===== src/rtl/ds_pattern_sched.sv =====
// ds_pattern_sched: test-pattern sequencer for the delta-sigma path.
// Emits one of four periodic patterns at f_CLK/D. Pattern and rate changes
// take effect only at period wrap, so a period is never cut short.
module ds_pattern_sched #(
   parameter int WIDTH = 8,
   parameter int DIVW  = 16
) (
   input  logic             CLK,
   input  logic             RST,
   input  logic             start,
   input  logic             stop,
   input  logic [1:0]       pattern,
   input  logic [DIVW-1:0]  div,
   output logic [WIDTH-1:0] sample,
   output logic             sample_stb,
   output logic             period_done,
   output logic             busy
);

   localparam logic [WIDTH-1:0] MID = {1'b1, {(WIDTH-1){1'b0}}};
   localparam logic [WIDTH-1:0] MAX = '1;

   typedef enum logic [1:0] {IDLE, RUN, STOPPING} state_t;

   state_t            state, state_next;
   logic [WIDTH-1:0]  ph, ph_inc;
   logic [DIVW-1:0]   cnt, div_l, div_eff;
   logic [1:0]        pat_l;
   logic              tick, wrap, launch, finish;

   // Sample value of pattern p at phase `phase`.
   function automatic logic [WIDTH-1:0] pat_value(input logic [1:0] p,
                                                   input logic [WIDTH-1:0] phase);
      logic [WIDTH-1:0] t;
      t = {phase[WIDTH-2:0], 1'b0};
      case (p)
         2'b00:   pat_value = MID;
         2'b01:   pat_value = phase;
         2'b10:   pat_value = phase[WIDTH-1] ? MAX : '0;
         default: pat_value = phase[WIDTH-1] ? ~t : t;
      endcase
   endfunction

   // Next-state decode plus the one-cycle launch/tick/wrap/finish events.
   always_comb begin
      // NOTE: every signal written here gets a default first, so no path can leave one unassigned and infer a latch.
      state_next = state;
      tick       = 1'b0;
      wrap       = 1'b0;
      launch     = 1'b0;
      finish     = 1'b0;
      ph_inc     = ph + WIDTH'(1);
      div_eff    = (div == '0) ? DIVW'(1) : div;
      case (state)
         IDLE: begin
            if (start) begin
               launch     = 1'b1;
               state_next = RUN;
            end
         end
         RUN: begin
            tick = (cnt == '0);
            wrap = tick && (ph == MAX);
            if (wrap && stop) begin
               finish     = 1'b1;
               state_next = IDLE;
            end else if (stop) begin
               state_next = STOPPING;
            end
         end
         STOPPING: begin
            tick = (cnt == '0);
            wrap = tick && (ph == MAX);
            if (wrap) begin
               finish     = 1'b1;
               state_next = IDLE;
            end
         end
         default: state_next = IDLE;
      endcase
   end

   // State register; busy is registered from the next state so it has no decode glitch.
   always_ff @(posedge CLK) begin
      // NOTE: sequential state uses non-blocking assignments so every flop samples pre-edge values.
      if (RST) begin
         state <= IDLE;
         busy  <= 1'b0;
      end else begin
         state <= state_next;
         busy  <= (state_next != IDLE);
      end
   end

   // Phase, divider, latched settings and the registered sample outputs.
   always_ff @(posedge CLK) begin
      if (RST) begin
         ph          <= '0;
         cnt         <= '0;
         pat_l       <= 2'b00;
         div_l       <= DIVW'(1);
         sample      <= MID;
         sample_stb  <= 1'b0;
         period_done <= 1'b0;
      end else begin
         sample_stb  <= 1'b0;
         period_done <= 1'b0;
         if (launch) begin
            pat_l      <= pattern;
            div_l      <= div_eff;
            ph         <= '0;
            sample     <= pat_value(pattern, '0);
            sample_stb <= 1'b1;
            cnt        <= div_eff - DIVW'(1);
         end else if (finish) begin
            // Final strobe parks the output at midscale; divider freezes at 0.
            ph         <= '0;
            cnt        <= '0;
            sample     <= MID;
            sample_stb <= 1'b1;
         end else if (tick) begin
            ph          <= ph_inc;
            sample_stb  <= 1'b1;
            period_done <= (ph_inc == MAX);
            if (wrap) begin
               // New settings apply to the wrap sample and the interval starting now.
               pat_l  <= pattern;
               div_l  <= div_eff;
               sample <= pat_value(pattern, ph_inc);
               cnt    <= div_eff - DIVW'(1);
            end else begin
               sample <= pat_value(pat_l, ph_inc);
               cnt    <= div_l - DIVW'(1);
            end
         end else if (state != IDLE) begin
            cnt <= cnt - DIVW'(1);
         end
      end
   end

endmodule


===== config.mk =====
export PLATFORM = sky130hd
export DESIGN_NAME = ds_pattern_sched
export DESIGN_NICKNAME = d
export VERILOG_FILES = /design/src/rtl/ds_pattern_sched.sv
export SDC_FILE = /design/constraint.sdc
export NUM_CORES = 1
export LEC_CHECK = 0
export CORE_ASPECT_RATIO = 1.1
export CORE_MARGIN = 3
export CORE_UTILIZATION = 63
export CTS_CLUSTER_SIZE = 10
export DETAILED_ROUTE_END_ITERATION = 8
export GPL_TIMING_DRIVEN = 1
export PLACE_DENSITY = 0.95
export SLEW_MARGIN = 20
export SYNTH_ARGS = -nofsm -noshare
export SYNTH_HDL_FRONTEND = slang
export SYNTH_SLANG_ARGS = --single-unit

===== constraint.sdc =====
create_clock -name CLK -period 4.45 [get_ports CLK]
set_input_delay 0.445 -clock CLK [delete_from_list [all_inputs] [get_ports CLK]]
set_output_delay 0.445 -clock CLK [all_outputs]
set_load 0.01 [all_outputs]

==> summary.md <==
| Metric | Value |
|---|---|
| Result of the run | `completed` |
| Total met2 wirelength after detailed routing | `5.13 mm` |
| Cell area after placement | `4150 sq um` |
| Hold-critical path endpoint | `sample[3]$_SDFFE_PP0P_` |
| CTS H-tree lvls | `2` |
| Distinct cell type count of the synthesized netlist | `67` |
| Total standard cell area after synthesis | `3810 sq um` |
| Clock Latency Late Sink | `0.33 ns` |
| Routed met3 length | `764 um` |
| Non-filler instance count after layout | `574` |
| Floorplan die area | `7020 sq um` |
| Post-CTS setup repair buffer count | `0` |
| Area share of the largest cell type after synthesis | `28.9%` |
| Period utilisation layout | `74.6%` |
| Maximum clock frequency | `301 MHz` |
| Reported net switching power | `0.496 mW` |
| Warnings, synthesis | `0` |
| Die Y | `87.6 um` |
| Count of port buffers added during placement | `32` |
| Required @ worst endpoint | `4.70 ns` |
| Post-layout nets | `529` |
| Count of antenna-violating nets left after detailed routing | `0` |
| Worst Setup Slack, final | `1.13 ns` |
| Detailed placement HPWL | `7.63 mm` |
| Hold WC Path Type | `register to register` |
| Max Fanout on Critical Path | `6` |
| Worst setup path category | `primary input to register` |
| Net switching share of the total power | `34.2%` |
| Final estimated routing congestion in global placement | `0.935` |
| Clock skew after layout | `0.0152 ns` |
| Average cell area after synthesis | `8.03 sq um` |
| Number of placement rows | `29` |
| Count of state elements after synthesis | `55` |
| Setup Viol. Count Final | `0` |
| Number of enable-type register cells in the synthesized netlist | `0` |
| Cell internal power dissipation | `0.955 mW` |
| Slew HR | `48.4%` |
| Design Power | `1.45 mW` |
| Detailed-route wire length on metal 1 | `4.01 mm` |
| Post-placement worst setup slack | `0.797 ns` |
| Count of antenna diodes in the layout | `0` |
| CORE AREA | `5810 sq um` |
| Via count normalized by instance count | `6.53` |
| Unrepaired setup endpoints after global routing | `false` |
| Critical Path End Type | `register` |
| Critical Path Source Type | `primary input` |
| Number of buffers created by CTS | `5` |
| Total number of vias | `3750` |
| Worst Reg-to-Reg Cells | `8` |
| Number of hold buffers added after CTS | `0` |
| Part of the total power dissipated in sequential elements | `41.9%` |
| I/O Pins | `33` |
| Area delta synth->final | `12.5%` |
| Power density over the cells | `338 nW/um^2` |
| PostCTS Resize Cnt | `0` |
| Post-synthesis cell type with the largest combined area | `sky130_fd_sc_hd__dfxtp_1` |
| Number of antenna violations at the first check in global routing | `0` |
| Maximum number of pins on one net before global-route repair | `23` |
| Root cell of the clock tree | `sky130_fd_sc_hd__clkbuf_8` |
| Commonest cells in the netlist | `57 x sky130_fd_sc_hd__nor2_1, 55 x sky130_fd_sc_hd__dfxtp_1, 39 x sky130_fd_sc_hd__nand2_1` |
| First-pass GRT wire length | `16.9 mm` |
| Final max-slew violation count | `0` |
| Post-route minimum period | `3.32 ns` |
| Synth Flop Type | `sky130_fd_sc_hd__dfxtp_1` |
| Starting Density | `65.7%` |
| Sequential element share of the synthesized area | `28.9%` |
| Most instantiated library cell after synthesis | `sky130_fd_sc_hd__nor2_1` |
| Final hold slack | `0.462 ns` |
| Total of max-cap violations | `0` |
| Data arrival time of the worst path | `3.57 ns` |
| Highest routed metal layer | `met4` |
| Share of synthesized registers carrying an async set or reset | `0%` |
| Origin of the critical flop-to-flop path | `ph[0]$_SDFFE_PP0P_` |
| Number of sinks on the clock net | `55` |
| Comb pwr share | `30.2%` |
| First-pass DRT Iterations | `5` |
| Area of all placed cells without fillers | `4290 sq um` |
| Utilization of the core after routing | `73.9%` |
| Total wirelength of the detailed-routed design | `10.2 mm` |
| DR DRC count | `0` |
| Cells after Synth | `475` |
| Total routing usage reported by global routing | `30.2%` |
| Total negative setup slack | `0 ns` |
| Cell count after placement | `566` |
| Register-to-register path setup slack | `1.66 ns` |
| Least-Margin Pin Slew | `0.772 ns` |
| Hold Path Depth | `2` |
| Number of global-route vias before repair | `3588` |
| Number of DRC violations after detailed-routing iteration 0 | `353` |
| Remaining global-route overflow | `0` |
| Top post-synthesis cells by area | `sky130_fd_sc_hd__dfxtp_1 29%, sky130_fd_sc_hd__xnor2_1 7.1%, sky130_fd_sc_hd__mux2i_1 5.8%` |
| Endpoint of the most critical register-to-register path | `div_l[0]$_SDFFE_PP1P_` |
| Die width | `80.2 um` |
| Proportion of layout cells with a drive suffix above 1 | `5.03%` |
| Final number of hold-violating endpoints | `0` |
| Post-Synthesis Net Count | `508` |
| Routed wire per std cell | `17.9 um` |
| Share of power burned in the clock network | `27.8%` |
| Number of buffers on the longest clock path | `2` |
| Clock-pin slew on the worst setup and hold paths | `0.11 ns` |
| Maximum VDD drop | `256 uV` |
| Lkg Pwr | `1.59 nW` |
| CTS tree | `done` |
| Worst hold start | `sample[3]$_SDFFE_PP0P_` |
-- power groups by stage --
stage,logic (mW),registers [mW],clock network (mW)
global route,0.478,0.615,0.417
floorplan,0.323,0.598,0
finish,0.439,0.609,0.404
detailed placement,0.425,0.617,0
CTS,0.429,0.605,0.401
global placement,0.412,0.613,0
-- worst max-delay path by stage --
stage	start	to	slack, ns	cells after the start
after detailed placement	div[8]	cnt[10]$_SDFFE_PP0P_	0.80	11
after global routing	div[8]	cnt[10]$_SDFFE_PP0P_	0.97	11
after CTS	div[8]	cnt[10]$_SDFFE_PP0P_	1.14	11
after global placement	div[8]	cnt[10]$_SDFFE_PP0P_	0.95	11
after floorplan	div[4]	cnt[10]$_SDFFE_PP0P_	1.61	12
final	div[8]	cnt[10]$_SDFFE_PP0P_	1.13	11
-- critical path, cell delays in order --
cell                              delay [ns]
sky130_fd_sc_hd__clkdlybuf4s50_1        0.64
sky130_fd_sc_hd__nor4_1                 0.15
sky130_fd_sc_hd__and3_1                 0.23
sky130_fd_sc_hd__a21oi_1                0.25
sky130_fd_sc_hd__ha_1                   0.23
sky130_fd_sc_hd__or3b_2                 0.55
sky130_fd_sc_hd__nor4_4                 0.18
sky130_fd_sc_hd__xnor2_1                0.11
sky130_fd_sc_hd__mux2_2                 0.27
sky130_fd_sc_hd__a211o_1                0.30
sky130_fd_sc_hd__a211oi_2               0.22
-- state kept, by name, indices dropped and copies added (netlist names) --
signal,flops
sample,8
sample_stb,1
div_l,16
ph,8
cnt,16
pat_l,2
period_done,1
busy,1
state,2
-- placed cells by master, fill, tap and decap left out, drive strengths merged, types with 3 or more instances in the layout --
master,instances
a31oi,3
inv,20
nand4b,3
a211oi,7
clkbuf,5
o21ai,16
xnor2,31
nand3,12
o22ai,5
a22o,4
nor3,22
or4,6
nor2,57
and3,5
a21o,3
o211ai,3
o311ai,3
xor2,17
a211o,3
mux2i,22
or3,8
nand4,5
clkdlybuf4s50,32
a221o,3
a21oi,28
buf,5
nor4,11
dfxtp,55
ha,11
nand2,39
or2,4
o31ai,12
-- logic make-up (layout without fill, tap and decap cells) --
kind of cell	after synthesis	after routing	share of synthesized area, %
and+or+nand+nor	182	182	24.8
AOI/OAI and AO/OA	112	112	20.3
DFF	55	55	28.9
xor gates and xnor gates	48	48	11.0
buffers and inverters	43	65	4.95
muxes	24	24	6.36
adders and majority gates	11	11	3.61
-- metal layers --
layer,up-vias,GRT usage (%)
li1,1777,-
met1,1723,35.1
met2,208,53.1
met3,42,5.45
met4,0,15.2
met5,-,0
-- cell type report --
type                    instances  area, sq um
inverters                      20         75.1
flip-flops and latches         55         1100
repair buffers                 37          358
clock buffers                   5         68.8
clock inverters                 3         67.6
fillers                       444         1520
multi-input cells             377         2520
well taps                      77         96.3
Note: power is estimated with default switching activity, not from simulation.
